===== config.mk =====
export PLATFORM = sky130hd
export DESIGN_NAME = store_buffer_ctrl
export DESIGN_NICKNAME = d
export VERILOG_FILES = /design/src/rtl/riscv_defines.sv /design/src/rtl/store_buffer_ctrl_fifo.sv /design/src/rtl/store_buffer_ctrl.sv
export SDC_FILE = /design/constraint.sdc
export NUM_CORES = 1
export LEC_CHECK = 0
export ABC_AREA = 1
export CAP_MARGIN = 20
export CORE_MARGIN = 1.5
export CORE_UTILIZATION = 55
export DETAILED_ROUTE_END_ITERATION = 6
export MAX_ROUTING_LAYER = met4
export PLACE_DENSITY_LB_ADDON = 0.15
export REMOVE_ABC_BUFFERS = 1
export SLEW_MARGIN = 20
export SYNTH_ARGS = -nofsm -noshare
export SYNTH_HDL_FRONTEND = slang
export SYNTH_SLANG_ARGS = --single-unit

===== constraint.sdc =====
create_clock -name clk -period 7.65 [get_ports clk]
set_input_delay 1.53 -clock clk [delete_from_list [all_inputs] [get_ports clk]]
set_output_delay 1.53 -clock clk [all_outputs]
set_load 0.05 [all_outputs]

===== src/rtl/riscv_defines.sv =====
// Shared pipeline definitions: memory access kinds and store-buffer types.
package riscv_defines;

    typedef enum logic [1:0] {
        MEM_NONE  = 2'd0,
        MEM_READ  = 2'd1,
        MEM_WRITE = 2'd2
    } memaccess_t;

    localparam int SB_DEPTH  = 4;
    localparam int SB_ADDR_W = 32;
    localparam int SB_DATA_W = 32;

    typedef struct packed {
        logic [SB_ADDR_W-1:0]   addr;
        logic [SB_DATA_W-1:0]   data;
        logic [SB_DATA_W/8-1:0] mask;
    } sb_entry_t;

    typedef enum logic {
        SB_RUN   = 1'b0,
        SB_FENCE = 1'b1
    } sb_state_t;

endpackage


===== src/rtl/store_buffer_ctrl_fifo.sv =====
// Store-buffer storage: circular FIFO of posted stores with a per-entry
// word-address compare vector used for load hazard detection.
module sb_fifo
    import riscv_defines::*;
#(
    parameter int DEPTH  = SB_DEPTH,
    parameter int ADDR_W = SB_ADDR_W,
    parameter int DATA_W = SB_DATA_W,
    localparam int PTR_W = $clog2(DEPTH),
    localparam int CNT_W = PTR_W + 1
) (
    input  logic                clk,
    input  logic                rst_n,
    input  logic                i_push,
    input  logic                i_pop,
    input  logic [ADDR_W-1:0]   i_push_addr,
    input  logic [DATA_W-1:0]   i_push_data,
    input  logic [DATA_W/8-1:0] i_push_mask,
    input  logic [ADDR_W-1:0]   i_cmp_addr,
    output logic [ADDR_W-1:0]   o_head_addr,
    output logic [DATA_W-1:0]   o_head_data,
    output logic [DATA_W/8-1:0] o_head_mask,
    output logic [CNT_W-1:0]    o_count,
    output logic                o_full,
    output logic                o_empty,
    output logic [DEPTH-1:0]    o_match
);

    logic [ADDR_W-1:0]   r_addr [DEPTH];
    logic [DATA_W-1:0]   r_data [DEPTH];
    logic [DATA_W/8-1:0] r_mask [DEPTH];
    logic [DEPTH-1:0]    r_valid;
    logic [PTR_W-1:0]    r_head;
    logic [PTR_W-1:0]    r_tail;
    logic [CNT_W-1:0]    r_count;

    always_ff @(posedge clk) begin
        if (!rst_n) begin
            r_valid <= '0;
            r_head  <= '0;
            r_tail  <= '0;
            r_count <= '0;
        end else begin
            // Pointers wrap naturally because DEPTH is a power of two.
            if (i_push) begin
                r_valid[r_tail] <= 1'b1;
                r_tail          <= r_tail + PTR_W'(1);
            end
            if (i_pop) begin
                r_valid[r_head] <= 1'b0;
                r_head          <= r_head + PTR_W'(1);
            end
            r_count <= r_count + CNT_W'(i_push) - CNT_W'(i_pop);
        end
    end

    always_ff @(posedge clk) begin
        if (i_push) begin
            r_addr[r_tail] <= i_push_addr;
            r_data[r_tail] <= i_push_data;
            r_mask[r_tail] <= i_push_mask;
        end
    end

    always_comb begin
        o_match = '0;
        for (int i = 0; i < DEPTH; i++) begin
            o_match[i] = r_valid[i] && (r_addr[i][ADDR_W-1:2] == i_cmp_addr[ADDR_W-1:2]);
        end
    end

    assign o_head_addr = r_addr[r_head];
    assign o_head_data = r_data[r_head];
    assign o_head_mask = r_mask[r_head];
    assign o_count     = r_count;
    assign o_full      = (r_count == CNT_W'(DEPTH));
    assign o_empty     = (r_count == '0);

endmodule


===== src/rtl/store_buffer_ctrl.sv =====
// Posted-store buffer and data-memory port scheduler for the MEM stage:
// arbitrates loads against background drains, detects hazards, handles fences.
module store_buffer_ctrl
    import riscv_defines::*;
#(
    parameter int DEPTH  = SB_DEPTH,
    parameter int ADDR_W = SB_ADDR_W,
    parameter int DATA_W = SB_DATA_W
) (
    input  logic                  clk,
    input  logic                  rst_n,
    input  memaccess_t            memaccess_m,
    input  logic                  fence_m,
    input  logic [ADDR_W-1:0]     addr_m,
    input  logic [DATA_W-1:0]     wdata_m,
    input  logic [DATA_W/8-1:0]   wmask_m,
    output logic                  stall_m,
    output logic                  load_done,
    output logic                  mem_req,
    output logic                  mem_we,
    output logic [ADDR_W-1:0]     mem_addr,
    output logic [DATA_W-1:0]     mem_wdata,
    output logic [DATA_W/8-1:0]   mem_wmask,
    input  logic                  mem_ready,
    output logic [$clog2(DEPTH):0] count
);

    sb_state_t             r_state;
    logic                  w_is_load;
    logic                  w_is_store;
    logic                  w_hazard;
    logic                  w_full;
    logic                  w_empty;
    logic                  w_push;
    logic                  w_pop;
    logic                  w_sel_load;
    logic                  w_sel_drain;
    logic [DEPTH-1:0]      w_match;
    logic [ADDR_W-1:0]     w_head_addr;
    logic [DATA_W-1:0]     w_head_data;
    logic [DATA_W/8-1:0]   w_head_mask;
    logic [$clog2(DEPTH):0] w_count;

    assign w_is_load  = (memaccess_m == MEM_READ);
    assign w_is_store = (memaccess_m == MEM_WRITE);
    assign w_hazard   = w_is_load && (|w_match);

    // A store arriving while full waits a cycle even if a drain frees a slot now.
    assign w_push = w_is_store && !w_full;
    assign w_pop  = w_sel_drain && mem_ready;

    sb_fifo #(
        .DEPTH (DEPTH),
        .ADDR_W(ADDR_W),
        .DATA_W(DATA_W)
    ) u_fifo (
        .clk        (clk),
        .rst_n      (rst_n),
        .i_push     (w_push),
        .i_pop      (w_pop),
        .i_push_addr(addr_m),
        .i_push_data(wdata_m),
        .i_push_mask(wmask_m),
        .i_cmp_addr (addr_m),
        .o_head_addr(w_head_addr),
        .o_head_data(w_head_data),
        .o_head_mask(w_head_mask),
        .o_count    (w_count),
        .o_full     (w_full),
        .o_empty    (w_empty),
        .o_match    (w_match)
    );

    always_comb begin
        w_sel_load  = 1'b0;
        w_sel_drain = 1'b0;
        if (((r_state == SB_FENCE) || w_full) && !w_empty) begin
            w_sel_drain = 1'b1;
        end else if (w_is_load && !w_hazard) begin
            w_sel_load = 1'b1;
        end else if (!w_empty) begin
            w_sel_drain = 1'b1;
        end
    end

    assign mem_req   = w_sel_load || w_sel_drain;
    assign mem_we    = w_sel_drain;
    assign mem_addr  = w_sel_load ? addr_m : w_head_addr;
    assign mem_wdata = w_head_data;
    assign mem_wmask = w_sel_load ? '0 : w_head_mask;
    assign load_done = w_sel_load && mem_ready;
    assign count     = w_count;

    assign stall_m = (w_is_store && w_full)
                   || (w_is_load && !(w_sel_load && mem_ready))
                   || (fence_m && !w_empty);

    always_ff @(posedge clk) begin
        if (!rst_n) begin
            r_state <= SB_RUN;
        end else begin
            case (r_state)
                SB_RUN:   if (fence_m && !w_empty) r_state <= SB_FENCE;
                SB_FENCE: if (w_pop && !w_push && (w_count == 1)) r_state <= SB_RUN;
                default:  r_state <= SB_RUN;
            endcase
        end
    end

endmodule


==> metrics.csv <==
stage;metric;value;unit
status;status;finished, final reports clean;
grt;grtUsageTotal;0.272;
setup_path;cp_num_buf_inv;4;
min_path;hold_path.class;reg2reg;
cts;numCtsBuffers;29;
die;die_w;159;um
layout;nets;1502;
synth;yosysWarnings;0;
synth;synth_ff_type;edfxtp_1;
setup_path;slowest_delay;0.82;ns
layout;fillers;1840;
synth;synth_area;13300;um2
layout;design_area;15900;um2
route;postRouteAntennaNets;0;
layout;drive_above_1_share;0.0900;
die;core_area;23600;um2
timing;rsz0062_at_grt;false;
timing;fin_setup_tns;0;ns
route;drcViolationCount;0;
setup_path;cp-end-kind;primary output;
setup_path;path_cells;clkdlybuf4s50_1 -> inv_1 -> nand2_1 -> nand4_1 -> nor2_1 -> nand2_1 -> nor2_1 -> nand2_1 -> nand2_1 -> nor2_2 -> nand3_4 -> buf_12 -> nand3_2 -> o21ai_2 -> clkdlybuf4s50_1;
cts;path_clk_slew;0.06;ns
synth;synth_seq_cells;286;
timing;finalSetupViolations;0;
cts;clock_latency;0.55;ns
layout;multi_input_area;4160;um2
route;drtIter0Drc;779;
die;num_rows;56;
setup_path;worstSetupStartpointType;input port;
layout;antenna_cells;0;
route;vias_per_cell;5.49;
power;power_leakage;5.97;nW
setup_path;crit_required;6.12;ns
grt;antenna_found_initial;0;
die;start_util;0.564;
timing;timing.final.crit_share;0.859;
setup_path;worstPathArrival;5.04;ns
power;p_per_area;340;nW/um2
cts;cts_resized;0;
synth;ys_seq_area_frac;0.634;
placement;dp_slack;1.17;ns
setup_path;critPathMaxFanout;40;
layout;final_common_cell;edfxtp_1;
setup_path;path_common_cell;nand2_1;
layout;mostFrequentLayoutCells;edfxtp_1 (272), nand2_1 (254), nor2_1 (154), o21ai_0 (154), clkdlybuf4s50_1 (148);
cts;cts_buffer_depth;3;
setup_path;path_class;in2out;
setup_path;rrSetupSlack;4.54;ns
die;die_h;159;um
grt;grt_pass1_wl;49500;um
synth;synthArstFlopShare;0;
synth;synth_edf_count;272;
timing;period_minus_slack;6.57;ns
placement;gp_congestion;0.928;
cts;postCtsSetupBuffers;0;
layout;seqCellArea;8450;um2
route;routed_wl;32900;um
power;vdd_drop_max;297;uV
timing;fmax;152;MHz
cts;cts_tree;built;
layout;syn_to_final_growth;19.2;%
grt;grt_max_degree;84;
placement;numPortBuffers;148;
die;io_pins;149;
die;die-area;25200;um2
timing;tightest_slew;1.08;ns
setup_path;crit_family;buffers and inverters;
placement;placed_area;15100;um2
placement;dpl.hpwl;20400;um
timing;setup_ws;1.08;ns
route;post_drt_wl_per_cell;18.8;um
synth;syn_area_per_cell;10.4;um2
cts;htreeDepth;1;
cts;ctsRootBufferMaster;clkbuf_16;
route;first_pass_iters;6;
timing;skew;0.00847;ns
grt;overflow;0;
cts;clkSinkCount;286;
synth;synth_cell_types;33;
timing;slew_violations;0;
synth;syn-instance-count;1282;
timing;hold_viol;0;
setup_path;slowest_stage;clkdlybuf4s50_1;
grt;grt_pass1_vias;9152;
cts;cts_hold_buf;0;
layout;final_core_util;0.673;
job;maxCapViolCount;0;
route;vias;9630;
timing;slew_headroom;0.279;
## worst register-to-register path, stage by stage, from the launching register on
cell and delay (ns):
edfxtp_1 0.40, xnor2_1 0.28, nand4_1 0.19, nor2_1 0.31
nand2_1 0.09, nor2_1 0.14, nor2_2 0.08, nand3_2 0.12
nand3_4 0.13, inv_1 0.10, ha_1 0.22, inv_1 0.06
ha_1 0.15, inv_1 0.06, fa_1 0.40, and3_1 0.18
nor3_1 0.13
## synth_stat cells (all sizes together), types with 14 or more instances
master,n,share of area
nand3,31,0.020
nor2,160,0.045
nand2,255,0.072
a21oi,52,0.020
xnor2,32,0.021
inv,133,0.037
clkbuf,44,0.012
o22ai,42,0.020
o21ai,191,0.080
dfxtp,14,0.021
edfxtp,272,0.61
## final timing paths
check	startpoint	depth (start not counted)	end
setup / recovery	addr_m[9]	15	mem_addr[22]
hold / removal	r_state	2	r_state
setup reg to reg	u_fifo.r_addr[1][19]	16	u_fifo.o_count[2]
hold reg to reg	r_state	2	r_state
## metal layers
layer,wire [um],vias to the layer above,track usage
met1,13300,4517,0.346
met2,15600,396,0.433
met4,1120,0,0.0975
met3,2800,68,0.0585
met5,0,-,-
li1,-,4649,-
## state kept, by name, summed over array words and instances (netlist names), named ones only
signal,count
u_fifo.r_valid,4
u_fifo.o_count,3
u_fifo.r_addr,128
u_fifo.r_head,2
u_fifo.r_data,128
r_state,1
u_fifo.r_tail,2
u_fifo.r_mask,16
## cell type report
cell class / count / share of cell area
flip-flops and latches: 286 / 0.532
well taps: 319 / 0.0251
multi-input cells: 809 / 0.262
inverters: 133 / 0.0315
clock buffers: 32 / 0.0464
clock inverters: 17 / 0.00472
repair buffers: 157 / 0.0985
## stage by stage
step	cells	power, mW	hold WS [ns]
6_report	1753	5.40	0.491
2_1_floorplan	1228	3.42	0.451
3_3_place_gp	1704	4.17	0.470
3_5_place_dp	1704	4.18	0.475
5_1_grt	1753	5.64	0.512
4_1_cts	1753	5.43	0.484
## where the power goes
part	switching, mW	internal [mW]	total [mW]
Sequential	0.0737	1.81	1.89
Combinational	1.57	0.700	2.27
Clock	0.561	0.682	1.24
Total	2.21	3.19	5.40
## logic make-up after synthesis
group	after synthesis	share of synthesized area
simple gates	457	0.142
compound gates	297	0.127
flops	286	0.634
buf+inv	187	0.0563
xor+xnor	43	0.0283
fa+ha+maj	12	0.0118
(Power assumes the default switching activity.)
